$ cat src/rtl/vxe_axi_switch_us_p.sv
// vxe_axi_switch_us_p: AXI switch upstream unit.
// Sorts RQA/RQD beats from the VxE master into write-address, write-data and
// read-address FIFOs and presents them to the BIU via pop-driven registers.
module vxe_axi_switch_us_p #(
    parameter int unsigned CID_W           = 6,
    parameter int unsigned ADDR_W          = 40,
    parameter int unsigned DATA_W          = 64,
    parameter int unsigned FIFO_DEPTH_LOG2 = 2,
    parameter int unsigned STALL_MARGIN    = 2
) (
    input  logic                                        clk,
    input  logic                                        nrst,
    input  logic                                        i_m_rqa_vld,
    input  logic [CID_W+ADDR_W-$clog2(DATA_W/8):0]      i_m_rqa,
    output logic                                        o_m_rqa_rd,
    input  logic                                        i_m_rqd_vld,
    input  logic [DATA_W+(DATA_W/8)-1:0]                i_m_rqd,
    output logic                                        o_m_rqd_rd,
    output logic [CID_W-1:0]                            biu_awcid,
    output logic [ADDR_W-1:0]                           biu_awaddr,
    output logic [DATA_W-1:0]                           biu_awdata,
    output logic [(DATA_W/8)-1:0]                       biu_awstrb,
    output logic                                        biu_awvalid,
    input  logic                                        biu_awpop,
    output logic [CID_W-1:0]                            biu_arcid,
    output logic [ADDR_W-1:0]                           biu_araddr,
    output logic                                        biu_arvalid,
    input  logic                                        biu_arpop,
    output logic [FIFO_DEPTH_LOG2:0]                    o_wa_lvl,
    output logic [FIFO_DEPTH_LOG2:0]                    o_wd_lvl,
    output logic [FIFO_DEPTH_LOG2:0]                    o_ra_lvl,
    output logic                                        o_ovf,
    input  logic                                        i_ovf_clr
);

    localparam int unsigned STRB_W = DATA_W / 8;
    localparam int unsigned AL     = $clog2(STRB_W);
    localparam int unsigned AA_W   = ADDR_W - AL;
    localparam int unsigned RQA_W  = CID_W + 1 + AA_W;
    localparam int unsigned AE_W   = CID_W + AA_W;
    localparam int unsigned WD_W   = DATA_W + STRB_W;
    localparam int unsigned DEPTH  = 1 << FIFO_DEPTH_LOG2;
    localparam int unsigned PW     = FIFO_DEPTH_LOG2 + 1;
    localparam int unsigned IW     = FIFO_DEPTH_LOG2;

    localparam logic [PW-1:0] P_ONE  = PW'(1);
    localparam logic [PW-1:0] THRESH = PW'(DEPTH - STALL_MARGIN);

    localparam logic [1:0] ST_IDLE = 2'd0;
    localparam logic [1:0] ST_RECV = 2'd1;
    localparam logic [1:0] ST_STLL = 2'd2;

    logic [1:0]    state_q, state_d;
    logic          rd_q, rd_d;
    logic          ovf_q, ovf_d;

    logic [PW-1:0] wa_wp_q, wa_wp_d, wa_rp_q, wa_rp_d;
    logic [PW-1:0] wd_wp_q, wd_wp_d, wd_rp_q, wd_rp_d;
    logic [PW-1:0] ra_wp_q, ra_wp_d, ra_rp_q, ra_rp_d;

    logic [AE_W-1:0] wa_mem_q [DEPTH];
    logic [AE_W-1:0] wa_mem_d [DEPTH];
    logic [WD_W-1:0] wd_mem_q [DEPTH];
    logic [WD_W-1:0] wd_mem_d [DEPTH];
    logic [AE_W-1:0] ra_mem_q [DEPTH];
    logic [AE_W-1:0] ra_mem_d [DEPTH];

    logic [CID_W-1:0]  awcid_q, awcid_d, arcid_q, arcid_d;
    logic [ADDR_W-1:0] awaddr_q, awaddr_d, araddr_q, araddr_d;
    logic [DATA_W-1:0] awdata_q, awdata_d;
    logic [STRB_W-1:0] awstrb_q, awstrb_d;

    logic              wa_empty, wd_empty, ra_empty;
    logic              wa_full, wd_full, ra_full;
    logic              aw_vld, ar_vld, aw_pop, ar_pop;
    logic              cap, rqa_rnw;
    logic [CID_W-1:0]  rqa_cid;
    logic [AA_W-1:0]   rqa_addr;
    logic              wa_req, wd_req, ra_req;
    logic              wa_push, wd_push, ra_push;
    logic              ovf_set, low_space;
    logic [PW-1:0]     wa_lvl_n, wd_lvl_n, ra_lvl_n;
    logic [AE_W-1:0]   wa_head, ra_head;
    logic [WD_W-1:0]   wd_head;

    // FIFO status, request decode and accept/drop decisions
    always_comb begin
        wa_empty = (wa_wp_q == wa_rp_q);
        wd_empty = (wd_wp_q == wd_rp_q);
        ra_empty = (ra_wp_q == ra_rp_q);
        wa_full  = (wa_wp_q[PW-1] != wa_rp_q[PW-1]) && (wa_wp_q[IW-1:0] == wa_rp_q[IW-1:0]);
        wd_full  = (wd_wp_q[PW-1] != wd_rp_q[PW-1]) && (wd_wp_q[IW-1:0] == wd_rp_q[IW-1:0]);
        ra_full  = (ra_wp_q[PW-1] != ra_rp_q[PW-1]) && (ra_wp_q[IW-1:0] == ra_rp_q[IW-1:0]);

        aw_vld = !wa_empty && !wd_empty;
        ar_vld = !ra_empty;
        aw_pop = biu_awpop && aw_vld;
        ar_pop = biu_arpop && ar_vld;

        cap      = (state_q == ST_RECV) || (state_q == ST_STLL);
        rqa_cid  = i_m_rqa[RQA_W-1 -: CID_W];
        rqa_rnw  = i_m_rqa[AA_W];
        rqa_addr = i_m_rqa[AA_W-1:0];

        wa_req = cap && i_m_rqa_vld && !rqa_rnw;
        ra_req = cap && i_m_rqa_vld && rqa_rnw;
        wd_req = cap && i_m_rqd_vld;

        // A full FIFO still accepts when its head leaves in the same cycle
        wa_push = wa_req && (!wa_full || aw_pop);
        wd_push = wd_req && (!wd_full || aw_pop);
        ra_push = ra_req && (!ra_full || ar_pop);
        ovf_set = (wa_req && !wa_push) || (wd_req && !wd_push) || (ra_req && !ra_push);

        wa_head = wa_mem_q[wa_rp_q[IW-1:0]];
        wd_head = wd_mem_q[wd_rp_q[IW-1:0]];
        ra_head = ra_mem_q[ra_rp_q[IW-1:0]];
    end

    // Pointer advance and FIFO storage writes
    always_comb begin
        wa_wp_d  = wa_push ? wa_wp_q + P_ONE : wa_wp_q;
        wd_wp_d  = wd_push ? wd_wp_q + P_ONE : wd_wp_q;
        ra_wp_d  = ra_push ? ra_wp_q + P_ONE : ra_wp_q;
        wa_rp_d  = aw_pop  ? wa_rp_q + P_ONE : wa_rp_q;
        wd_rp_d  = aw_pop  ? wd_rp_q + P_ONE : wd_rp_q;
        ra_rp_d  = ar_pop  ? ra_rp_q + P_ONE : ra_rp_q;

        wa_mem_d = wa_mem_q;
        wd_mem_d = wd_mem_q;
        ra_mem_d = ra_mem_q;
        if (wa_push) wa_mem_d[wa_wp_q[IW-1:0]] = {rqa_cid, rqa_addr};
        if (wd_push) wd_mem_d[wd_wp_q[IW-1:0]] = i_m_rqd;
        if (ra_push) ra_mem_d[ra_wp_q[IW-1:0]] = {rqa_cid, rqa_addr};
    end

    // Rx flow control: stall decision uses post-update occupancy
    always_comb begin
        wa_lvl_n  = wa_wp_d - wa_rp_d;
        wd_lvl_n  = wd_wp_d - wd_rp_d;
        ra_lvl_n  = ra_wp_d - ra_rp_d;
        low_space = (wa_lvl_n > THRESH) || (wd_lvl_n > THRESH) || (ra_lvl_n > THRESH);

        state_d = state_q;
        rd_d    = rd_q;
        case (state_q)
            ST_IDLE: begin
                state_d = ST_RECV;
                rd_d    = 1'b1;
            end
            ST_RECV: begin
                if (low_space) begin
                    state_d = ST_STLL;
                    rd_d    = 1'b0;
                end
            end
            ST_STLL: begin
                if (!low_space) begin
                    state_d = ST_RECV;
                    rd_d    = 1'b1;
                end
            end
            default: begin
                state_d = ST_IDLE;
                rd_d    = 1'b0;
            end
        endcase

        if (ovf_set)        ovf_d = 1'b1;
        else if (i_ovf_clr) ovf_d = 1'b0;
        else                ovf_d = ovf_q;
    end

    // BIU output registers load on an accepted pop, hold otherwise
    always_comb begin
        awcid_d  = awcid_q;
        awaddr_d = awaddr_q;
        awdata_d = awdata_q;
        awstrb_d = awstrb_q;
        arcid_d  = arcid_q;
        araddr_d = araddr_q;
        if (aw_pop) begin
            awcid_d  = wa_head[AE_W-1 -: CID_W];
            awaddr_d = {wa_head[AA_W-1:0], {AL{1'b0}}};
            awdata_d = wd_head[WD_W-1 -: DATA_W];
            awstrb_d = wd_head[STRB_W-1:0];
        end
        if (ar_pop) begin
            arcid_d  = ra_head[AE_W-1 -: CID_W];
            araddr_d = {ra_head[AA_W-1:0], {AL{1'b0}}};
        end
    end

    // State registers; reset discards all FIFO contents at once
    always_ff @(posedge clk or negedge nrst) begin
        if (!nrst) begin
            state_q  <= ST_IDLE;
            rd_q     <= 1'b0;
            ovf_q    <= 1'b0;
            wa_wp_q  <= '0;
            wa_rp_q  <= '0;
            wd_wp_q  <= '0;
            wd_rp_q  <= '0;
            ra_wp_q  <= '0;
            ra_rp_q  <= '0;
            for (int unsigned i = 0; i < DEPTH; i++) begin
                wa_mem_q[i] <= '0;
                wd_mem_q[i] <= '0;
                ra_mem_q[i] <= '0;
            end
            awcid_q  <= '0;
            awaddr_q <= '0;
            awdata_q <= '0;
            awstrb_q <= '0;
            arcid_q  <= '0;
            araddr_q <= '0;
        end else begin
            state_q  <= state_d;
            rd_q     <= rd_d;
            ovf_q    <= ovf_d;
            wa_wp_q  <= wa_wp_d;
            wa_rp_q  <= wa_rp_d;
            wd_wp_q  <= wd_wp_d;
            wd_rp_q  <= wd_rp_d;
            ra_wp_q  <= ra_wp_d;
            ra_rp_q  <= ra_rp_d;
            wa_mem_q <= wa_mem_d;
            wd_mem_q <= wd_mem_d;
            ra_mem_q <= ra_mem_d;
            awcid_q  <= awcid_d;
            awaddr_q <= awaddr_d;
            awdata_q <= awdata_d;
            awstrb_q <= awstrb_d;
            arcid_q  <= arcid_d;
            araddr_q <= araddr_d;
        end
    end

    assign o_m_rqa_rd  = rd_q;
    assign o_m_rqd_rd  = rd_q;
    assign biu_awcid   = awcid_q;
    assign biu_awaddr  = awaddr_q;
    assign biu_awdata  = awdata_q;
    assign biu_awstrb  = awstrb_q;
    assign biu_awvalid = aw_vld;
    assign biu_arcid   = arcid_q;
    assign biu_araddr  = araddr_q;
    assign biu_arvalid = ar_vld;
    assign o_wa_lvl    = wa_wp_q - wa_rp_q;
    assign o_wd_lvl    = wd_wp_q - wd_rp_q;
    assign o_ra_lvl    = ra_wp_q - ra_rp_q;
    assign o_ovf       = ovf_q;

endmodule
$ cat config.mk
export PLATFORM = sky130hd
export DESIGN_NAME = vxe_axi_switch_us_p
export DESIGN_NICKNAME = d
export VERILOG_FILES = /design/src/rtl/vxe_axi_switch_us_p.sv
export SDC_FILE = /design/constraint.sdc
export NUM_CORES = 1
export LEC_CHECK = 0
export CAP_MARGIN = 20
export CORE_MARGIN = 10
export CORE_UTILIZATION = 45
export CTS_CLUSTER_SIZE = 8
export DETAILED_ROUTE_END_ITERATION = 10
export RECOVER_POWER = 50
export SKIP_CTS_REPAIR_TIMING = 1
export SLEW_MARGIN = 20
export SYNTH_ARGS = -nofsm -noshare
export SYNTH_HDL_FRONTEND = slang
export SYNTH_SLANG_ARGS = --single-unit
$ cat constraint.sdc
create_clock -name clk -period 12 [get_ports clk]
set_input_delay 1.8 -clock clk [delete_from_list [all_inputs] [get_ports clk]]
set_output_delay 1.8 -clock clk [all_outputs]
set_load 0.02 [all_outputs]
==> flow_summary.yaml <==
timing:
  tns_ps: 0
  period_share_pct: 68.2
  skew_ps: 23.1
  finalSetupViolCount: 0
  hold_viol: 0
  fmax_mhz: 122
  worst_pin_slew_ps: 5710
  slew_headroom_pct: -281
  rsz0062_at_grt: "false"
  report.final.slew_viol_count: 403
  period_needed_ps: 8190
cells_and_area:
  finish.utilization_pct: 54.5
  stdcell_area_um2: 41400
  num-nets-final: 2509
  final_cells: 3391
  area_growth_pct: 20.0
  drive_gt1_share_pct: 46.8
grt:
  grt_pass1_wl_um: 128000
  grt_max_degree: 188
  grt_usage_pct: 18.4
  antenna_found_initial: 10
  overflow: 0
  grt_pass1_vias: 20700
power:
  power_density_nw_per_um2: 308
  power_frac_comb_pct: 40.4
  power_switching_mw: 4.03
  ir_drop_mv: 0.188
  internal-power_mw: 8.73
  swShare_pct: 31.6
  seq_power_share_pct: 38.2
  leakage_nw: 18.0
  finalPower_mw: 12.8
  p_clk_share_pct: 21.3
worst_setup_path:
  cp.arrival_ps: 8700
  worst-r2r-cell-count: 13
  cp_data_required_time_ps: 12510
  crit_type: "flop to flop"
  crit_path_start_kind: "flop"
  cp-end-kind: "flop"
  critical_path.reg2reg.endpoint: "state_q[0]"
  reg2reg_from: "wa_rp_q[1]"
  critPathMaxFanout: 49
  reg2reg_slack_ps: 3810
yosys:
  ys_types: 42
  ys.warnings.count: 0
  synthCells: 2039
  yosysSeqAreaShare_pct: 58.9
  postSynthAreaPerCell_um2: 16.9
  synth_area_um2: 34500
  ys_ff_latch: 812
placement:
  dpl-instance-area_um2: 38600
  gp_congestion: 0.736
  port_buffers: 294
  placed_cells: 3267
  dp_hpwl_um: 48900
floorplanning:
  dieHeight_um: 297
  ioPinCount: 301
  die_width_um: 297
  initial_core_util_pct: 45.4
  rows: 101
  core_um2: 75900
  die_area_um2: 88100
routing:
  via_per_inst: 5.52
  ant_nets: 0
  wl_per_cell_um: 24.1
  drt_first_pass_iters: 4
  vias: 18700
  drtIter0Drc: 827
  drc: 0
  wirelength_um: 81700
clocking:
  cts.sinks: 812
  htreeDepth: 3
  ctsRootBufferMaster: "clkbuf_16"
  cts_buffers: 111
  tritoncts: "built"
  path_clk_slew_ps: 50
  clockBufferDepth: 3
  clk_latency_ps: 650
flow_run:
  drv_cap: 8
hold_path:
  min_to: "biu_awstrb[1]"
  min_from: "biu_awstrb[1]"
  min_path_type: "flop to flop"
  worstHoldPathCells: 1
run_status:
  violations: "max-capacitance violations, max-slew violations"
  status: "finished with violations"
layer usage:
metal / part of all wire (%) / routed length, µm / vias to the layer above / GRT usage [%]
li1: - / - / 8078 / -
met1: 43 / 35100 / 10200 / 24.0
met2: 50 / 41200 / 364 / 31.3
met3: 4.8 / 3920 / 113 / 3.84
met4: 1.6 / 1290 / 14 / 4.50
met5: 0.11 / 88 / - / 0
worst max-delay path, cell delays in order (launching register included):
cell and delay [ps]:
dfrtp_2 330, clkbuf_1 2480, inv_1 150, ha_1 470, nand2_1 110, a2bb2oi_1 170, nand2_1 1220, buf_4 810
mux2_2 450, fa_1 550, o21ai_0 90, nor4_2 340, mux2i_1 370, mux2_1 350
power groups by stage:
| stage | registers (mW) | logic, mW | clock network, mW |
|---|---|---|---|
| after floorplan | 4.92 | 3.44 | 0 |
| after detailed placement | 4.93 | 5.29 | 0 |
| after global placement | 4.84 | 5.19 | 0 |
| after CTS | 4.89 | 5.31 | 2.80 |
| after global routing | 5.04 | 5.58 | 2.92 |
| final | 4.88 | 5.16 | 2.72 |
area by class of cell:
cell class | instances | area (µm²)
Fill cell | 6079 | 34500
Sequential cell | 812 | 20300
Multi-Input combinational cell | 1083 | 13600
Timing Repair Buffer | 318 | 3170
Clock buffer | 117 | 2840
Tap cell | 1030 | 1290
Inverter | 25 | 93.8
Clock inverter | 4 | 46.3
Antenna cell | 2 | 5.00
metrics by stage:
| step | hold slack [ps] | worst slack (ps) |
|---|---|---|
| after global placement | 481 | 6100 |
| after floorplan | 474 | 7010 |
| after detailed placement | 487 | 6030 |
| after global routing | 504 | 3160 |
| after CTS | 498 | 6450 |
| final | 495 | 3810 |
synthesized netlist by cell type:
library cell	instances	area, µm²
nand4b_1	1	8.76
a2111o_1	1	11.3
inv_1	25	93.8
o21ai_0	5	25.0
conb_1	1	3.75
ha_1	29	363
and2_1	3	18.8
o211ai_1	1	7.51
mux2i_1	3	30.0
nor2b_1	1	6.26
and3b_1	1	8.76
a21o_1	2	15.0
o31a_1	1	8.76
buf_1	15	56.3
xor2_2	1	16.3
nor3_1	2	10.0
nand3_1	2	10.0
a31oi_1	1	6.26
mux4_2	158	3560
o22ai_1	1	6.26
and3_1	2	12.5
xor2_1	3	26.3
a2bb2oi_1	2	17.5
buf_4	8	60.1
o221ai_1	1	8.76
clkbuf_1	100	375
nand4_1	1	6.26
nand2_1	20	75.1
xnor2_1	17	149
nand3b_1	1	7.51
buf_6	1	11.3
a221o_1	1	10.0
nor4_2	1	12.5
nor3b_1	1	7.51
nor2_1	8	30.0
mux2_2	794	8940
a211oi_1	1	7.51
o22a_1	1	8.76
a21oi_1	2	10.0
mux2_1	2	22.5
fa_1	6	120
dfrtp_1	812	20300
layout by cell type, fill, tap and decap left out, types with 3 or more instances in the layout:
cell type,instances
dfrtp_4,4
buf_12,3
dfrtp_1,806
nor2_1,7
ha_1,29
clkdlybuf4s50_1,163
clkbuf_16,113
xnor2_1,17
fa_1,6
clkbuf_1,7
nand2_2,3
inv_1,25
mux2i_1,3
conb_1,6
o21ai_0,5
mux4_2,158
nand2_1,17
dlygate4sd3_1,130
buf_4,16
mux2_2,794
xor2_1,3
flip-flops by register name, indices dropped and copies added (netlist names):
register / cells
wd_mem_q: 288
ra_mem_q: 172
wa_mem_q: 172
biu_awdata: 64
biu_araddr: 37
biu_awaddr: 37
biu_awstrb: 8
biu_arcid: 6
biu_awcid: 6
ra_rp_q: 3
ra_wp_q: 3
wa_rp_q: 3
wa_wp_q: 3
wd_rp_q: 3
wd_wp_q: 3
state_q: 2
o_m_rqa_rd: 1
o_ovf: 1
worst max path at each step:
stage                    start         end  slack (ps)  depth (start not counted)
floorplan           wd_rp_q[1]  state_q[0]        7010                         17
global placement     biu_awpop  state_q[0]        6100                          9
detailed placement   biu_awpop  state_q[1]        6030                          9
CTS                 wa_rp_q[0]  state_q[0]        6450                         12
global route        wa_rp_q[1]  state_q[1]        3160                         14
finish              wa_rp_q[1]  state_q[0]        3810                         13
cell families (layout without fill, tap and decap cells):
family                   after synthesis  after routing  synth area share [%]
multiplexers                         957            957                  36.4
flip-flops                           812            812                  58.9
buffers and inverters                149            464                  1.73
AND/OR/NAND/NOR                       44             44                 0.620
adder cells (fa/ha/maj)               35             35                  1.40
XOR/XNOR                              21             21                 0.555
AO/OA/AOI/OAI                         20             20                 0.413
other                                  1              8                0.0109
Power figures use the tool's default switching activity.
